### config.mk
export PLATFORM = sky130hd
export DESIGN_NAME = stream_mux_rr_flat
export DESIGN_NICKNAME = d
export VERILOG_FILES = /design/src/rtl/stream_mux_rr_if.sv /design/src/rtl/stream_mux_rr.sv /design/src/flat_wrapper.sv
export SDC_FILE = /design/constraint.sdc
export NUM_CORES = 1
export LEC_CHECK = 0
export ABC_AREA = 1
export CORE_MARGIN = 2
export CORE_UTILIZATION = 39
export CTS_CLUSTER_DIAMETER = 100
export DETAILED_ROUTE_END_ITERATION = 7
export PLACE_DENSITY_LB_ADDON = 0.15
export SLEW_MARGIN = 40
export SYNTH_ARGS = -nofsm -noshare
export SYNTH_HDL_FRONTEND = slang
export SYNTH_SLANG_ARGS = --single-unit
### constraint.sdc
create_clock -name clk -period 3.3 [get_ports clk]
set_input_delay 0.66 -clock clk [delete_from_list [all_inputs] [get_ports clk]]
set_output_delay 0.66 -clock clk [all_outputs]
set_load 0.05 [all_outputs]
### src/rtl/stream_mux_rr_if.sv
// Stream bus for the registered N-channel multiplexer: N producer channels
// in, one consumer stream out, plus the mode/select controls.
interface stream_mux_rr_if #(
    parameter int N_CH  = 4,
    parameter int WIDTH = 8
);
    localparam int SEL_W = $clog2(N_CH);

    logic                    mode;
    logic [SEL_W-1:0]        sel;
    logic [N_CH*WIDTH-1:0]   in_data;
    logic [N_CH-1:0]         in_valid;
    logic [N_CH-1:0]         in_ready;
    logic [WIDTH-1:0]        out_data;
    logic [SEL_W-1:0]        out_ch;
    logic                    out_valid;
    logic                    out_ready;

    // Producer/consumer side: drives the inputs and the output ready.
    modport master (
        output mode, sel, in_data, in_valid, out_ready,
        input  in_ready, out_data, out_ch, out_valid
    );

    // Multiplexer side.
    modport slave (
        input  mode, sel, in_data, in_valid, out_ready,
        output in_ready, out_data, out_ch, out_valid
    );
endinterface

### src/rtl/stream_mux_rr.sv
// Registered N-channel stream multiplexer with valid/ready on every port.
// Fixed-select or round-robin arbitration feeds a single output register,
// giving one-cycle latency and one word per cycle throughput.
module stream_mux_rr #(
    parameter int N_CH  = 4,
    parameter int WIDTH = 8
) (
    input  logic           clk,
    input  logic           rst,
    stream_mux_rr_if.slave bus
);
    localparam int SEL_W = $clog2(N_CH);
    localparam int PAD_W = 1 << SEL_W;
    localparam logic [SEL_W-1:0] LAST_CH = SEL_W'(N_CH - 1);

    logic [SEL_W-1:0] ptr_q, ptr_d;
    logic [WIDTH-1:0] outData_q, outData_d;
    logic [SEL_W-1:0] outCh_q, outCh_d;
    logic             outValid_q, outValid_d;

    logic             loadEn;
    logic             grantValid;
    logic [SEL_W-1:0] grantIdx;
    logic             transfer;
    logic [WIDTH-1:0] grantData;
    logic [N_CH-1:0]  inReady;

    logic [PAD_W-1:0] validPad;
    logic             fixFound;
    logic             rrFound;
    logic [SEL_W-1:0] rrIdx;
    int               candSum;
    logic [SEL_W-1:0] candIdx;

    // Candidate grants for both modes; valid bits are zero-padded to a power
    // of two so an out-of-range select or candidate simply reads as not valid.
    // The round-robin scan runs from the farthest offset down so the channel
    // closest to the pointer is the last one written and therefore wins.
    always_comb begin
        validPad = '0;
        validPad[N_CH-1:0] = bus.in_valid;
        fixFound = (int'(bus.sel) < N_CH) && validPad[bus.sel];
        rrFound  = 1'b0;
        rrIdx    = '0;
        candSum  = 0;
        candIdx  = '0;
        for (int k = N_CH - 1; k >= 0; k--) begin
            candSum = int'(ptr_q) + k;
            if (candSum >= N_CH) begin
                candSum = candSum - N_CH;
            end
            candIdx = candSum[SEL_W-1:0];
            if (validPad[candIdx]) begin
                rrFound = 1'b1;
                rrIdx   = candIdx;
            end
        end
    end

    // Pick the active grant, decide whether a word moves this cycle, and
    // steer the granted channel's data and ready.
    always_comb begin
        loadEn = !outValid_q || bus.out_ready;
        if (bus.mode) begin
            grantValid = rrFound;
            grantIdx   = rrIdx;
        end else begin
            grantValid = fixFound;
            grantIdx   = bus.sel;
        end
        transfer  = loadEn && grantValid && !rst;
        grantData = '0;
        inReady   = '0;
        for (int i = 0; i < N_CH; i++) begin
            if (grantIdx == SEL_W'(i)) begin
                grantData  = bus.in_data[i*WIDTH +: WIDTH];
                inReady[i] = transfer;
            end
        end
    end

    // Next state of the output register and the round-robin pointer; the
    // pointer wraps at N_CH rather than at the select field's natural width.
    always_comb begin
        ptr_d      = ptr_q;
        outData_d  = outData_q;
        outCh_d    = outCh_q;
        outValid_d = outValid_q;
        if (transfer) begin
            outData_d  = grantData;
            outCh_d    = grantIdx;
            outValid_d = 1'b1;
            ptr_d      = (grantIdx == LAST_CH) ? '0 : grantIdx + SEL_W'(1);
        end else if (bus.out_ready) begin
            outValid_d = 1'b0;
        end
    end

    // State registers with synchronous reset discarding any held word.
    always_ff @(posedge clk) begin
        if (rst) begin
            ptr_q      <= '0;
            outData_q  <= '0;
            outCh_q    <= '0;
            outValid_q <= 1'b0;
        end else begin
            ptr_q      <= ptr_d;
            outData_q  <= outData_d;
            outCh_q    <= outCh_d;
            outValid_q <= outValid_d;
        end
    end

    assign bus.in_ready  = inReady;
    assign bus.out_data  = outData_q;
    assign bus.out_ch    = outCh_q;
    assign bus.out_valid = outValid_q;
endmodule

### src/flat_wrapper.sv
// flat-port wrapper written by rule: the top's interface ports become plain ports
module stream_mux_rr_flat 
#(
    parameter int N_CH  = 4,
    parameter int WIDTH = 8
)
  (clk, rst, bus_mode, bus_sel, bus_in_data, bus_in_valid, bus_out_ready, bus_in_ready, bus_out_data, bus_out_ch, bus_out_valid);
  stream_mux_rr_if #(.N_CH(N_CH), .WIDTH(WIDTH)) bus_i ();
  input  logic clk;
  input  logic rst;
  input wire logic [$bits(bus_i.mode)-1:0] bus_mode;
  input wire logic [$bits(bus_i.sel)-1:0] bus_sel;
  input wire logic [$bits(bus_i.in_data)-1:0] bus_in_data;
  input wire logic [$bits(bus_i.in_valid)-1:0] bus_in_valid;
  input wire logic [$bits(bus_i.out_ready)-1:0] bus_out_ready;
  output wire logic [$bits(bus_i.in_ready)-1:0] bus_in_ready;
  output wire logic [$bits(bus_i.out_data)-1:0] bus_out_data;
  output wire logic [$bits(bus_i.out_ch)-1:0] bus_out_ch;
  output wire logic [$bits(bus_i.out_valid)-1:0] bus_out_valid;
  assign bus_i.mode = bus_mode;
  assign bus_i.sel = bus_sel;
  assign bus_i.in_data = bus_in_data;
  assign bus_i.in_valid = bus_in_valid;
  assign bus_i.out_ready = bus_out_ready;
  assign bus_in_ready = bus_i.in_ready;
  assign bus_out_data = bus_i.out_data;
  assign bus_out_ch = bus_i.out_ch;
  assign bus_out_valid = bus_i.out_valid;
  stream_mux_rr #(.N_CH(N_CH), .WIDTH(WIDTH)) u_core (.clk(clk), .rst(rst), .bus(bus_i));
endmodule
==> reports/summary.md <==
The run finished with clean final reports. The data required time at the worst endpoint is 2.64 ns, and the final core utilization is 0.701. In this run the power density over the cells is 477 nW/µm². The tools report the number of slew-limit violations in the final report as 0. The library cell used as clock root buffer is sky130_fd_sc_hd__clkbuf_4. The die covers 3130 µm². The total number of nets in the final design was 265. For the final database, setup skew stands at 0.0106 ns. The setup slack of the most critical reg-to-reg path is 0.66 ns, and the average detailed-routed wire length per instance is 13.0 µm. The total track usage is 0.215. The placeable core area was 2520 µm². The die extent in y was 56.0 µm; the number of antenna violations at the first check in global routing was 0. The sort of element at the end of the critical path is an output port. The run gives 1050 µm² as the netlist area before placement.

In the routed layout, each cell is associated on average with a via count of 5.14. The relative slew slack came out at 0.654. At the worst endpoint, the arrival time is 2.50 ns. The cell count after synthesis came out at 157. The via count of the first global-routing pass was 1,247.

The min-delay analysis places its worst path in the category reg -> reg. Of all nets on the critical path, the largest fanout is 4. The tools report the capture endpoint of the worst hold path as u_core.bus.out_ch[0]$_SDFFE_PP0P_. The tools report the final hold violation count as 0. The number of nets with antenna violations after routing was 0; the number of buffers added on ports was 56. The placer congestion estimate was 0.843. Delay of the slowest cell on the worst path: 0.48 ns.

Synthesis inferred 13 register bits. The violation count after the first detailed-route iteration was 43; the via count was 1,275. Compared with the post-synthesis result, the final layout area differs by 67.9%. Entering global routing, the biggest net connects 17 pins. The combined buffer and inverter count along the critical path works out to 5. The library cell used most frequently in the layout, excluding fill and tap cells, is sky130_fd_sc_hd__clkdlybuf4s50_1.

For this design, the sink count on the clock tree is 13. The layout filler cell count is 219, and the number of levels the H-tree was split into is 1. TritonCTS built the clock tree. The sequential cell area fraction in the yosys report came out at 0.247. For the worst flop-to-flop path, the logic depth is 16.

The signal on the critical path passes through clkdlybuf4s50_1 -> inv_1 -> o21ai_2 -> nand2_1 -> nand2_1 -> inv_1 -> and3_1 -> o22ai_2 -> ha_2 -> inv_1 -> nor2_2 -> buf_12. Hold is met by 0.473 ns. The row count came out at 18. In this run the worst setup path begins at bus_in_valid[1]. The first global-routing pass estimated 5470 µm of wire. From left edge to right edge, the die measures 56.0 µm.

The final cycle utilization of the critical path works out to 0.958. The tools report the final wirelength as 3220 µm. The overflow left after global routing was 0; the count of cell types in the netlist was 27. Among cell families on the critical path, the largest total delay comes from buffers and inverters. For this run, the top clock speed supported by timing is 316 MHz.

The time the final worst path needs with I/O delays and setup was 3.16 ns. Clock latency on the worst-skew pair, taken at its later pin, is 0.28 ns. The logs give 0.418 for the initial core utilization and 2640 µm for the total half-perimeter wirelength after legalization and detailed placement.

The run gives 0.315 mV as the worst voltage drop across the vdd grid. Capturing point of the worst reg2reg path: u_core.bus.out_data[4]$_SDFFE_PP0P_. Before antenna repair, the detailed router went through 4 iterations. Across the run, the number of max-cap violations was 0. The sequential cell area in the final layout was 260 µm²; the transition time at the pin with the least slew margin was 0.518 ns. The tools report the launch point of the worst hold path as u_core.bus.out_ch[0]$_SDFFE_PP0P_. For this run, design rule violations remaining after detail routing come to 0. Along the worst hold path, the cell count comes to 2. After clock tree synthesis, the clock-pin slew on the worst setup and hold paths is 0.09 ns.

The fraction of final layout cells sized beyond drive strength 1 was 0.183; the maximum clock insertion buffer count was 2. In this run, CTS created clock tree buffers numbering 3. The leakage power figure is 0.751 nW, and the top-level I/O count is 57. The slowest stage of the critical path is the sky130_fd_sc_hd__clkdlybuf4s50_1 cell.

STA classifies the critical path startpoint as an input pin. When the netlist entered floorplanning its net count stood at 203. Leaving out fill and tap cells, the most frequent cells in the layout are sky130_fd_sc_hd__clkdlybuf4s50_1 (51), sky130_fd_sc_hd__nand2_1 (31), sky130_fd_sc_hd__o21ai_0 (17), sky130_fd_sc_hd__inv_1 (16), sky130_fd_sc_hd__dfxtp_1 (13). In this run the critical register-to-register path is launched from u_core.ptr_q[0]$_SDFFE_PP0P_. The number of warnings issued by yosys is 0, and the count of final setup violators is 0. The classification of the worst setup path was in -> out.

Dividing the synthesized area by the synthesized cell count gives 6.71 µm². The area occupied by multi-input gates was 699 µm². The tools report the number of diodes as 0. The most prevalent standard cell on the critical path is sky130_fd_sc_hd__inv_1.
[kinds of logic after synthesis]
group / after synthesis / share of synthesized area
buf+inv: 29 / 0.126
simple gates: 59 / 0.252
flops: 13 / 0.247
xor+xnor: 1 / 0.00832
mux: 5 / 0.0475
compound gates: 46 / 0.272
fa+ha+maj: 4 / 0.0475
[tightest hold or removal path: stages, from the launching register on]
cell                      delay [ns]
sky130_fd_sc_hd__dfxtp_1        0.32
sky130_fd_sc_hd__nand2_1        0.06
sky130_fd_sc_hd__a21oi_1        0.05
[synth_stat cells (all sizes together)]
| library cell | instances | area [µm²] |
|---|---|---|
| nand2 | 34 | 133 |
| o21ai | 24 | 131 |
| inv | 21 | 78.8 |
| nand3 | 14 | 80.1 |
| dfxtp | 13 | 260 |
| nor2 | 9 | 36.3 |
| a21oi | 8 | 40.0 |
| a22oi | 8 | 60.1 |
| buf | 5 | 42.5 |
| mux2i | 5 | 50.1 |
| ha | 4 | 50.1 |
| o211ai | 4 | 30.0 |
| clkbuf | 2 | 7.51 |
| and3 | 1 | 6.26 |
| clkinv | 1 | 3.75 |
| nor3 | 1 | 10.0 |
| o22ai | 1 | 12.5 |
| o31ai | 1 | 12.5 |
| xnor2 | 1 | 8.76 |
[final cells by class]
class,instances,area share
inverters,22,0.0467
well taps,30,0.0212
flip-flops and latches,13,0.147
clock buffers,4,0.0149
multi-input cells,115,0.395
repair buffers,64,0.375
[worst max path at each step]
| stage | end | cells after the start |
|---|---|---|
| finish | bus_in_ready[3] | 12 |
| detailed placement | bus_in_ready[1] | 15 |
| global route | bus_in_ready[3] | 12 |
| floorplan | bus_in_ready[3] | 11 |
| global placement | bus_in_ready[3] | 15 |
| CTS | bus_in_ready[1] | 15 |
[per-layer routing]
metal | track usage | up-vias | part of all wire
met4 | 0.0816 | 0 | 0.017
li1 | - | 651 | -
met1 | 0.250 | 572 | 0.41
met2 | 0.395 | 46 | 0.51
met5 | 0 | - | 0
met3 | 0.0256 | 6 | 0.060
[state kept, by name, indices dropped and copies added (netlist names)]
register              flops
u_core.ptr_q              2
u_core.bus.out_data       8
u_core.bus.out_valid      1
u_core.bus.out_ch         2
[stage by stage]
stage | setup TNS, ns | setup slack, ns | cell area, µm² | total power, W | instances
global route | -0.0113 | -0.0113 | 1770 | 0.000914 | 248
CTS | 0 | 0.0513 | 1720 | 0.000829 | 246
finish | 0 | 0.139 | 1770 | 0.000844 | 248
global placement | 0 | 0.134 | 1690 | 0.000710 | 242
floorplan | 0 | 0.0304 | 1060 | 0.000543 | 157
detailed placement | -0.0254 | -0.0254 | 1690 | 0.000723 | 242
[what timing repair did]
item                       in CTS  in global routing
buffers inserted                0                  2
gates resized for setup         3                 13
setup endpoints to repair       2                  7
hold buffers                    0                  0
pin swaps                       0                  7
[where the power goes]
| group | internal (W) | leakage [nW] | switching (W) |
|---|---|---|---|
| Clock | 0.0000469 | 0.0150 | 0.0000542 |
| Combinational | 0.000226 | 0.628 | 0.000314 |
| Sequential | 0.000185 | 0.108 | 0.0000186 |
Power figures use the tool's default switching activity.
